File: src/rtl/gate_test_sequencer_if.sv
// rtl/gate_test_sequencer_if.sv - control, datapath-drive and result signals of the gate test sequencer
interface gate_test_sequencer_if;
  logic       start;
  logic       abort;
  logic [3:0] s_in;
  logic       a_out;
  logic       b_out;
  logic       c_out;
  logic       busy;
  logic       done;
  logic       pass;
  logic [3:0] fail_count;
  logic [2:0] first_fail;

  modport master (
    output start, abort, s_in,
    input  a_out, b_out, c_out, busy, done, pass, fail_count, first_fail
  );

  modport slave (
    input  start, abort, s_in,
    output a_out, b_out, c_out, busy, done, pass, fail_count, first_fail
  );
endinterface

File: src/rtl/gate_test_sequencer.sv
// rtl/gate_test_sequencer.sv - sweeps all 8 {A,B,C} vectors and compares the datapath against a truth table
module gate_test_sequencer #(
  parameter int unsigned SETTLE_CYCLES = 2,
  parameter logic [31:0] EXPECTED      = 32'h0000_0000
) (
  input  logic                  clk,
  input  logic                  rst,
  gate_test_sequencer_if.slave  bus
);
  typedef enum logic [2:0] {
    ST_IDLE,
    ST_DRIVE,
    ST_SETTLE,
    ST_CHECK,
    ST_DONE
  } state_t;

  localparam logic [3:0] SETTLE_LOAD = 4'(SETTLE_CYCLES);

  state_t     state_q, state_d;
  logic [2:0] idx_q, idx_d;
  logic [3:0] cnt_q, cnt_d;
  logic [3:0] fail_count_q, fail_count_d;
  logic [2:0] first_fail_q, first_fail_d;
  logic       pass_q, pass_d;

  logic       running;
  logic [3:0] exp_nibble;
  logic       mismatch;

  assign running    = (state_q == ST_DRIVE) || (state_q == ST_SETTLE) || (state_q == ST_CHECK);
  assign exp_nibble = EXPECTED[{idx_q, 2'b00} +: 4];
  assign mismatch   = (bus.s_in != exp_nibble);

  always_ff @(posedge clk or posedge rst) begin
    if (rst) begin
      state_q      <= ST_IDLE;
      idx_q        <= 3'd0;
      cnt_q        <= 4'd0;
      fail_count_q <= 4'd0;
      first_fail_q <= 3'd0;
      pass_q       <= 1'b0;
    end else begin
      state_q      <= state_d;
      idx_q        <= idx_d;
      cnt_q        <= cnt_d;
      fail_count_q <= fail_count_d;
      first_fail_q <= first_fail_d;
      pass_q       <= pass_d;
    end
  end

  always_comb begin
    state_d      = state_q;
    idx_d        = idx_q;
    cnt_d        = cnt_q;
    fail_count_d = fail_count_q;
    first_fail_d = first_fail_q;
    pass_d       = pass_q;

    case (state_q)
      ST_IDLE: begin
        if (bus.start) begin
          idx_d        = 3'd0;
          fail_count_d = 4'd0;
          first_fail_d = 3'd0;
          pass_d       = 1'b0;
          state_d      = ST_DRIVE;
        end
      end
      ST_DRIVE: begin
        cnt_d   = SETTLE_LOAD;
        state_d = ST_SETTLE;
      end
      ST_SETTLE: begin
        if (cnt_q <= 4'd1) begin
          state_d = ST_CHECK;
        end else begin
          cnt_d = cnt_q - 4'd1;
        end
      end
      ST_CHECK: begin
        if (mismatch) begin
          fail_count_d = fail_count_q + 4'd1;
          if (fail_count_q == 4'd0) begin
            first_fail_d = idx_q;
          end
        end
        // idx stops at 7 so the sweep can never wrap back onto vector 0
        if (idx_q == 3'd7) begin
          pass_d  = (fail_count_d == 4'd0);
          state_d = ST_DONE;
        end else begin
          idx_d   = idx_q + 3'd1;
          state_d = ST_DRIVE;
        end
      end
      ST_DONE: begin
        state_d = ST_IDLE;
      end
      default: begin
        state_d = ST_IDLE;
      end
    endcase

    // abort wins over any CHECK update in the same cycle; results freeze as they were
    if (running && bus.abort) begin
      state_d      = ST_IDLE;
      idx_d        = idx_q;
      cnt_d        = cnt_q;
      fail_count_d = fail_count_q;
      first_fail_d = first_fail_q;
      pass_d       = pass_q;
    end
  end

  assign bus.a_out      = idx_q[2];
  assign bus.b_out      = idx_q[1];
  assign bus.c_out      = idx_q[0];
  assign bus.busy       = running;
  assign bus.done       = (state_q == ST_DONE);
  assign bus.pass       = pass_q;
  assign bus.fail_count = fail_count_q;
  assign bus.first_fail = first_fail_q;
endmodule

File: src/flat_wrapper.sv
// flat-port wrapper written by rule: the top's interface ports become plain ports
module gate_test_sequencer_flat 
#(
  parameter int unsigned SETTLE_CYCLES = 2,
  parameter logic [31:0] EXPECTED      = 32'h0000_0000
)
  (clk, rst, bus_start, bus_abort, bus_s_in, bus_a_out, bus_b_out, bus_c_out, bus_busy, bus_done, bus_pass, bus_fail_count, bus_first_fail);
  gate_test_sequencer_if bus_i ();
  input  logic clk;
  input  logic rst;
  input wire logic [$bits(bus_i.start)-1:0] bus_start;
  input wire logic [$bits(bus_i.abort)-1:0] bus_abort;
  input wire logic [$bits(bus_i.s_in)-1:0] bus_s_in;
  output wire logic [$bits(bus_i.a_out)-1:0] bus_a_out;
  output wire logic [$bits(bus_i.b_out)-1:0] bus_b_out;
  output wire logic [$bits(bus_i.c_out)-1:0] bus_c_out;
  output wire logic [$bits(bus_i.busy)-1:0] bus_busy;
  output wire logic [$bits(bus_i.done)-1:0] bus_done;
  output wire logic [$bits(bus_i.pass)-1:0] bus_pass;
  output wire logic [$bits(bus_i.fail_count)-1:0] bus_fail_count;
  output wire logic [$bits(bus_i.first_fail)-1:0] bus_first_fail;
  assign bus_i.start = bus_start;
  assign bus_i.abort = bus_abort;
  assign bus_i.s_in = bus_s_in;
  assign bus_a_out = bus_i.a_out;
  assign bus_b_out = bus_i.b_out;
  assign bus_c_out = bus_i.c_out;
  assign bus_busy = bus_i.busy;
  assign bus_done = bus_i.done;
  assign bus_pass = bus_i.pass;
  assign bus_fail_count = bus_i.fail_count;
  assign bus_first_fail = bus_i.first_fail;
  gate_test_sequencer #(.SETTLE_CYCLES(SETTLE_CYCLES), .EXPECTED(EXPECTED)) u_core (.clk(clk), .rst(rst), .bus(bus_i));
endmodule
File: config.mk
export PLATFORM = sky130hd
export DESIGN_NAME = gate_test_sequencer_flat
export DESIGN_NICKNAME = d
export VERILOG_FILES = /design/src/rtl/gate_test_sequencer_if.sv /design/src/rtl/gate_test_sequencer.sv /design/src/flat_wrapper.sv
export SDC_FILE = /design/constraint.sdc
export NUM_CORES = 1
export LEC_CHECK = 0
export ABC_AREA = 0
export CORE_UTILIZATION = 45
export CTS_CLUSTER_DIAMETER = 30
export DETAILED_ROUTE_END_ITERATION = 10
export MAX_ROUTING_LAYER = met4
export PLACE_DENSITY = 0.81
export SYNTH_ARGS = -nofsm -noshare
export SYNTH_HDL_FRONTEND = slang
export SYNTH_SLANG_ARGS = --single-unit
File: constraint.sdc
create_clock -name clk -period 1.9 [get_ports clk]
set_clock_uncertainty 0.2 [all_clocks]
set_input_delay 0.19 -clock clk [delete_from_list [all_inputs] [get_ports clk]]
set_output_delay 0.19 -clock clk [all_outputs]
set_load 0.005 [all_outputs]
Yosys cells after proc, flatten, opt, wreduce, memory -nomap -nowiden:

Index checks and enable logic that the tools add are counted.

* add/sub/neg operators: 3
* $mul: 0
* div/mod/pow operators: 0
* order comparisons: 1
* equal/unequal tests: 14
* shift-type cells: 1
* multiplexer cells: 20
* bitwise gates (word level): 1
* reductions and logical operators: 14

Operators with widths (number)
* 32-bit by 6-bit variable part select with 4-bit output, first input constant: 1
* 3-bit two-way mux: 8
* 4-bit two-way mux: 4
* 4-bit one-hot mux with 2 select lines: 2
* 3-bit one-hot mux with 2 select lines: 2
* 3-bit one-hot mux with 4 select lines: 1
* 2-bit inequality test, second input constant: 5
* 4-bit logical NOT: 2
* 4-bit AND reduction: 2
* 3-bit by 2-bit == test with 1-bit output, second input constant: 2
* 3-bit == test, second input constant: 2
* 3-bit AND reduction: 2
* 5-bit AND reduction: 1
* 4-bit by 1-bit adder with 4-bit output, second input constant: 1
* 4-bit by 1-bit <= comparator with 1-bit output, second input constant: 1
* 4-bit inequality test: 1
* 2-bit nonzero test: 2
* 4-bit by 1-bit subtractor with 4-bit output, second input constant: 1
* 3-bit by 1-bit adder with 3-bit output, second input constant: 1
* 3-bit by 1-bit == test with 1-bit output, second input constant: 1
* 3-bit logical NOT: 1
* 3-bit by 2-bit inequality test with 1-bit output, second input constant: 1
* 3-bit inequality test, second input constant: 1
* 1-bit logical OR: 2
* 6 further kinds: 7

* register bits after elaboration: 18
* latch bits: 0
* bits in writable memories: 0
* ROM bits: 0
* input port bits: 8
* output and inout port bits: 13
* logic and storage cells: 60
* memories: 0

Depth between registers and ports, before layout:

* depth in word-level cells: 7
* gate-level depth with buffers: 6
* depth with buffers taken out: 6

Worst setup path after synthesis:

OpenSTA, ideal clock, no wires.

* kind: reg2reg
* start: reg u_core.idx_q[0]
* end: reg u_core.state_q[0]
* library setup time: 78 ps
* arrival: 1546 ps
* path slack: 76 ps
* cell stages (with the launch flop): 7
* path buffers: 0
* clock period less this slack: 1824 ps
* path through: dfrtp_1 -> ha_1 -> ha_1 -> or3b_2 -> o41ai_1 -> nand3b_1 -> a21oi_1

* cells in the longest elaborated chain, start to end: 4

Ends and longest elaborated chain
* from (decl): RTL line gate_test_sequencer.sv:21 `logic [2:0] idx_q, idx_d;`
* from (signal assigned): RTL line gate_test_sequencer.sv:45 `idx_q <= idx_d;`
* 3-bit == test: RTL line gate_test_sequencer.sv:90 `if (idx_q == 3'd7) begin`
* 3-bit two-way mux: RTL line gate_test_sequencer.sv:90
* 3-bit one-hot mux with 4 select lines: RTL line gate_test_sequencer.sv:61 `case (state_q)`
* 3-bit two-way mux: RTL line gate_test_sequencer.sv:107 `if (running && bus.abort) begin`
* to (signal assigned): RTL line gate_test_sequencer.sv:44 `state_q <= state_d;`
* to (decl): RTL line gate_test_sequencer.sv:20 `state_t state_q, state_d;`

No other way between the ends.
A chain may end at the register's enable or synchronous reset.

Final worst setup path:

* start: reg u_core.state_q[2]
* end: out bus_busy

* cells in the longest elaborated chain, start to end: 3

Ends and longest elaborated chain
* 3-bit by 1-bit == test with 1-bit output or 3-bit by 2-bit == test with 1-bit output (tied branches): RTL line gate_test_sequencer.sv:31 `assign running = (state_q == ST_DRIVE) || (state_q == ST_SETTLE) || (state_q == ST_CHECK);`
* 1-bit logical OR: RTL line gate_test_sequencer.sv:31
* 1-bit logical OR (*): RTL line gate_test_sequencer.sv:31
* to (decl): RTL line flat_wrapper.sv:17 `output wire logic [$bits(bus_i.busy)-1:0] bus_busy;`

Every way passes the cells marked *; elsewhere a longest branch is shown, timed or not.

==> flow_summary.toml <==
[power_and_ir_drop]
internal_power_uw = 904
share_seq_of_total_power_pct = 37.2
p_sw_share_pct = 39.1
combPwrFrac_pct = 50.1
p_clk_share_pct = 12.7
p_leak_uw = 0.000655
vdd_drop_max_uv = 644
switchingPower_uw = 581
power.density_mw_per_mm2 = 1050

[detailed_routing]
ant_nets = 0
drc = 0
finalWirelength_um = 2350
num_vias = 980
drt_first_iter_violations = 25
via_per_inst = 5.51
drtPass1Iterations = 4
wire_per_inst_um = 13.2

[timing]
finalHoldViolations = 0
setup_viol = 0
min_period_ps = 1830
finalSetupTns_ps = 0
worst_pin_slew_ps = 340
rsz0062_at_grt = "no"
fmax_mhz = 546
max-slew-margin-rel_pct = 77.2
drv_slew = 0
whs_ps = 3.65
post-route-period-util_pct = 96.4

[critical_path]
required_ps = 1510
r2r_start = "u_core.idx_q[0]$_DFFE_PP0P_"
crit_path_start = "u_core.state_q[2]$_DFFE_PP0P_"
worstSetupEndpointType = "primary output"
crit_fanout = 11
cp-start-kind = "flip-flop"
cp.arrival_ps = 1440
criticalPathCategory = "flip-flop to primary output"

[grt]
grt_pass1_vias = 902
grt_pass1_wl_um = 3860
grt_max_degree = 19
antenna_found_initial = 0
grt_overflow_total = 0
grtUsageTotal_pct = 20.4

[die]
fp.dieW_um = 50.9
io_pins = 21
chipHeight_um = 50.9
core_mm2 = 0.00223
start_util_pct = 48.2
dieArea_mm2 = 0.00259
core.rowCount = 17

[clock_network]
path_clk_slew_ps = 100
clock_sinks = 18
cts_buffer_depth = 2
htreeDepth = 1
clk_latency_ps = 290
cts_tree = "built"
clockRootBuffer = "clkbuf_4"
cts_buffers = 3

[logic_synthesis]
syn_inst = 120
synth.most_common_cell = "dfrtp_1"
syn_area_mm2 = 0.00108
synth_top_cell_area_share_pct = 41.8
synth_warnings = 0
synth_edf_count = 0
synthFlopType = "dfrtp_1"
synthDistinctLibCells = 37
syn-num-nets = 134
synth_area_leaders = "dfrtp_1, ha_1, o21ai_0"
yosysSeqAreaShare_pct = 41.8
async_reset_ff_share_pct = 100
synth_largest_area_cell = "dfrtp_1"
yosys_register_bits = 18
syn_avg_cell_area_um2 = 8.98
synthTopCellsByCount = "dfrtp_1, inv_1, nor2_1, o21ai_0, nand2_1"

[worst_hold_path]
hold_path.class = "input port to asynchronous set/reset pin"

[final_layout]
drive_gt1_share_pct = 14.0
finalNetCount = 166
n_fill_cell = 195
area_delta_synth_final_pct = 31.8
antenna_cells = 0

[place]
gp_congestion = 0.902
portBuffers = 20
dpl.hpwl_um = 1720

[flow_run]
cap_violations = 0

[status]
outcome = "completed"
## cell usage in the layout, fill, tap and decap left out, types with 2 or more instances in the layout
cell type,n
clkdlybuf4s50_1,19
dfrtp_1,18
inv_1,13
o21ai_0,11
nor2_1,9
nand2_1,9
buf_4,9
a21oi_1,6
ha_1,6
nand3_1,3
nand3b_1,3
mux2i_1,3
a22o_1,3
o31ai_1,3
nor3_1,3
clkbuf_4,3
nor2_2,2
a21o_1,2
xnor2_1,2
buf_6,2
## area by class of cell
cell class,instances,area (um^2),area share [%]
sequential,18,450,31.7
tap,28,35.0,2.47
multi-input combinational,85,574,40.4
clock buffer,3,22.5,1.59
inverter,13,48.8,3.44
timing repair buffer,31,289,20.4
## per-layer routing
| layer | up-vias | share of wire (%) | GRT usage (%) |
|---|---|---|---|
| li1 | 484 | - | - |
| met1 | 474 | 47 | 24.8 |
| met2 | 20 | 49 | 34.6 |
| met3 | 2 | 3.4 | 2.68 |
| met4 | 0 | 0.51 | 6.94 |
| met5 | - | 0 | - |
## registers in the layout, indices dropped and copies added (netlist names)
name / flops
u_core.state_q: 3
u_core.bus.pass: 1
u_core.cnt_q: 4
u_core.bus.first_fail: 3
u_core.idx_q: 3
u_core.bus.fail_count: 4
## cells by family (layout without fill, tap and decap cells)
family | after synthesis | in the layout | share of synthesized area (%)
AOI/OAI and AO/OA | 35 | 35 | 21.7
xor gates and xnor gates | 2 | 2 | 1.63
adders and majority gates | 6 | 6 | 6.97
buffers and inverters | 17 | 47 | 6.04
DFF | 18 | 18 | 41.8
muxes | 4 | 4 | 3.83
and+or+nand+nor | 38 | 38 | 18.0
## per-stage QoR
| step | utilization [%] | std cells | power (uW) | instance area (um^2) | setup WS [ps] |
|---|---|---|---|---|---|
| 6_report | 63.6 | 178 | 1480 | 1420 | 68.3 |
| 5_1_grt | 63.6 | 178 | 1590 | 1420 | 4.80 |
| 4_1_cts | 63.1 | 178 | 1480 | 1410 | 45.3 |
| 3_5_place_dp | 61.1 | 173 | 1230 | 1360 | -106 |
| 3_3_place_gp | 61.1 | 173 | 1200 | 1360 | -79.7 |
| 2_1_floorplan | - | 120 | 977 | 1080 | 76.1 |
## critical path, cell delays in order (launching register included)
cell	delay, ps
dfrtp_1	510
nor2_1	140
clkdlybuf4s50_1	500
## path summary, 6_finish.rpt
path | endpoint | slack (ps) | cells after the start
worst max-delay path | bus_busy | 70 | 2
worst min-delay path | u_core.cnt_q[2]$_DFFE_PP0P_ | 4 | 3
worst max register to register | u_core.state_q[0]$_DFFE_PP0P_ | 80 | 6
worst min register to register | u_core.bus.first_fail[1]$_DFFE_PP0P_ | 330 | 2
max in group asynchronous | u_core.idx_q[1]$_DFFE_PP0P_ | 1300 | 3
min in group clk | u_core.bus.first_fail[1]$_DFFE_PP0P_ | 330 | 2
## power by group through the flow
| stage | registers [uW] | logic, uW | clock network [uW] |
|---|---|---|---|
| 2_1_floorplan | 554 | 424 | 0 |
| 3_3_place_gp | 545 | 652 | 0 |
| 3_5_place_dp | 552 | 681 | 0 |
| 4_1_cts | 548 | 736 | 192 |
| 5_1_grt | 567 | 816 | 204 |
| 6_report | 552 | 744 | 189 |
## what timing repair did
action                                  in CTS  in global routing
hold buffers                                 0                  0
endpoints found under the setup margin       2                  7
buffers inserted                             2                  0
pin swaps                                    0                  2
gates resized for setup                      4                  2
No activity file was read; power rests on OpenSTA's default activity.
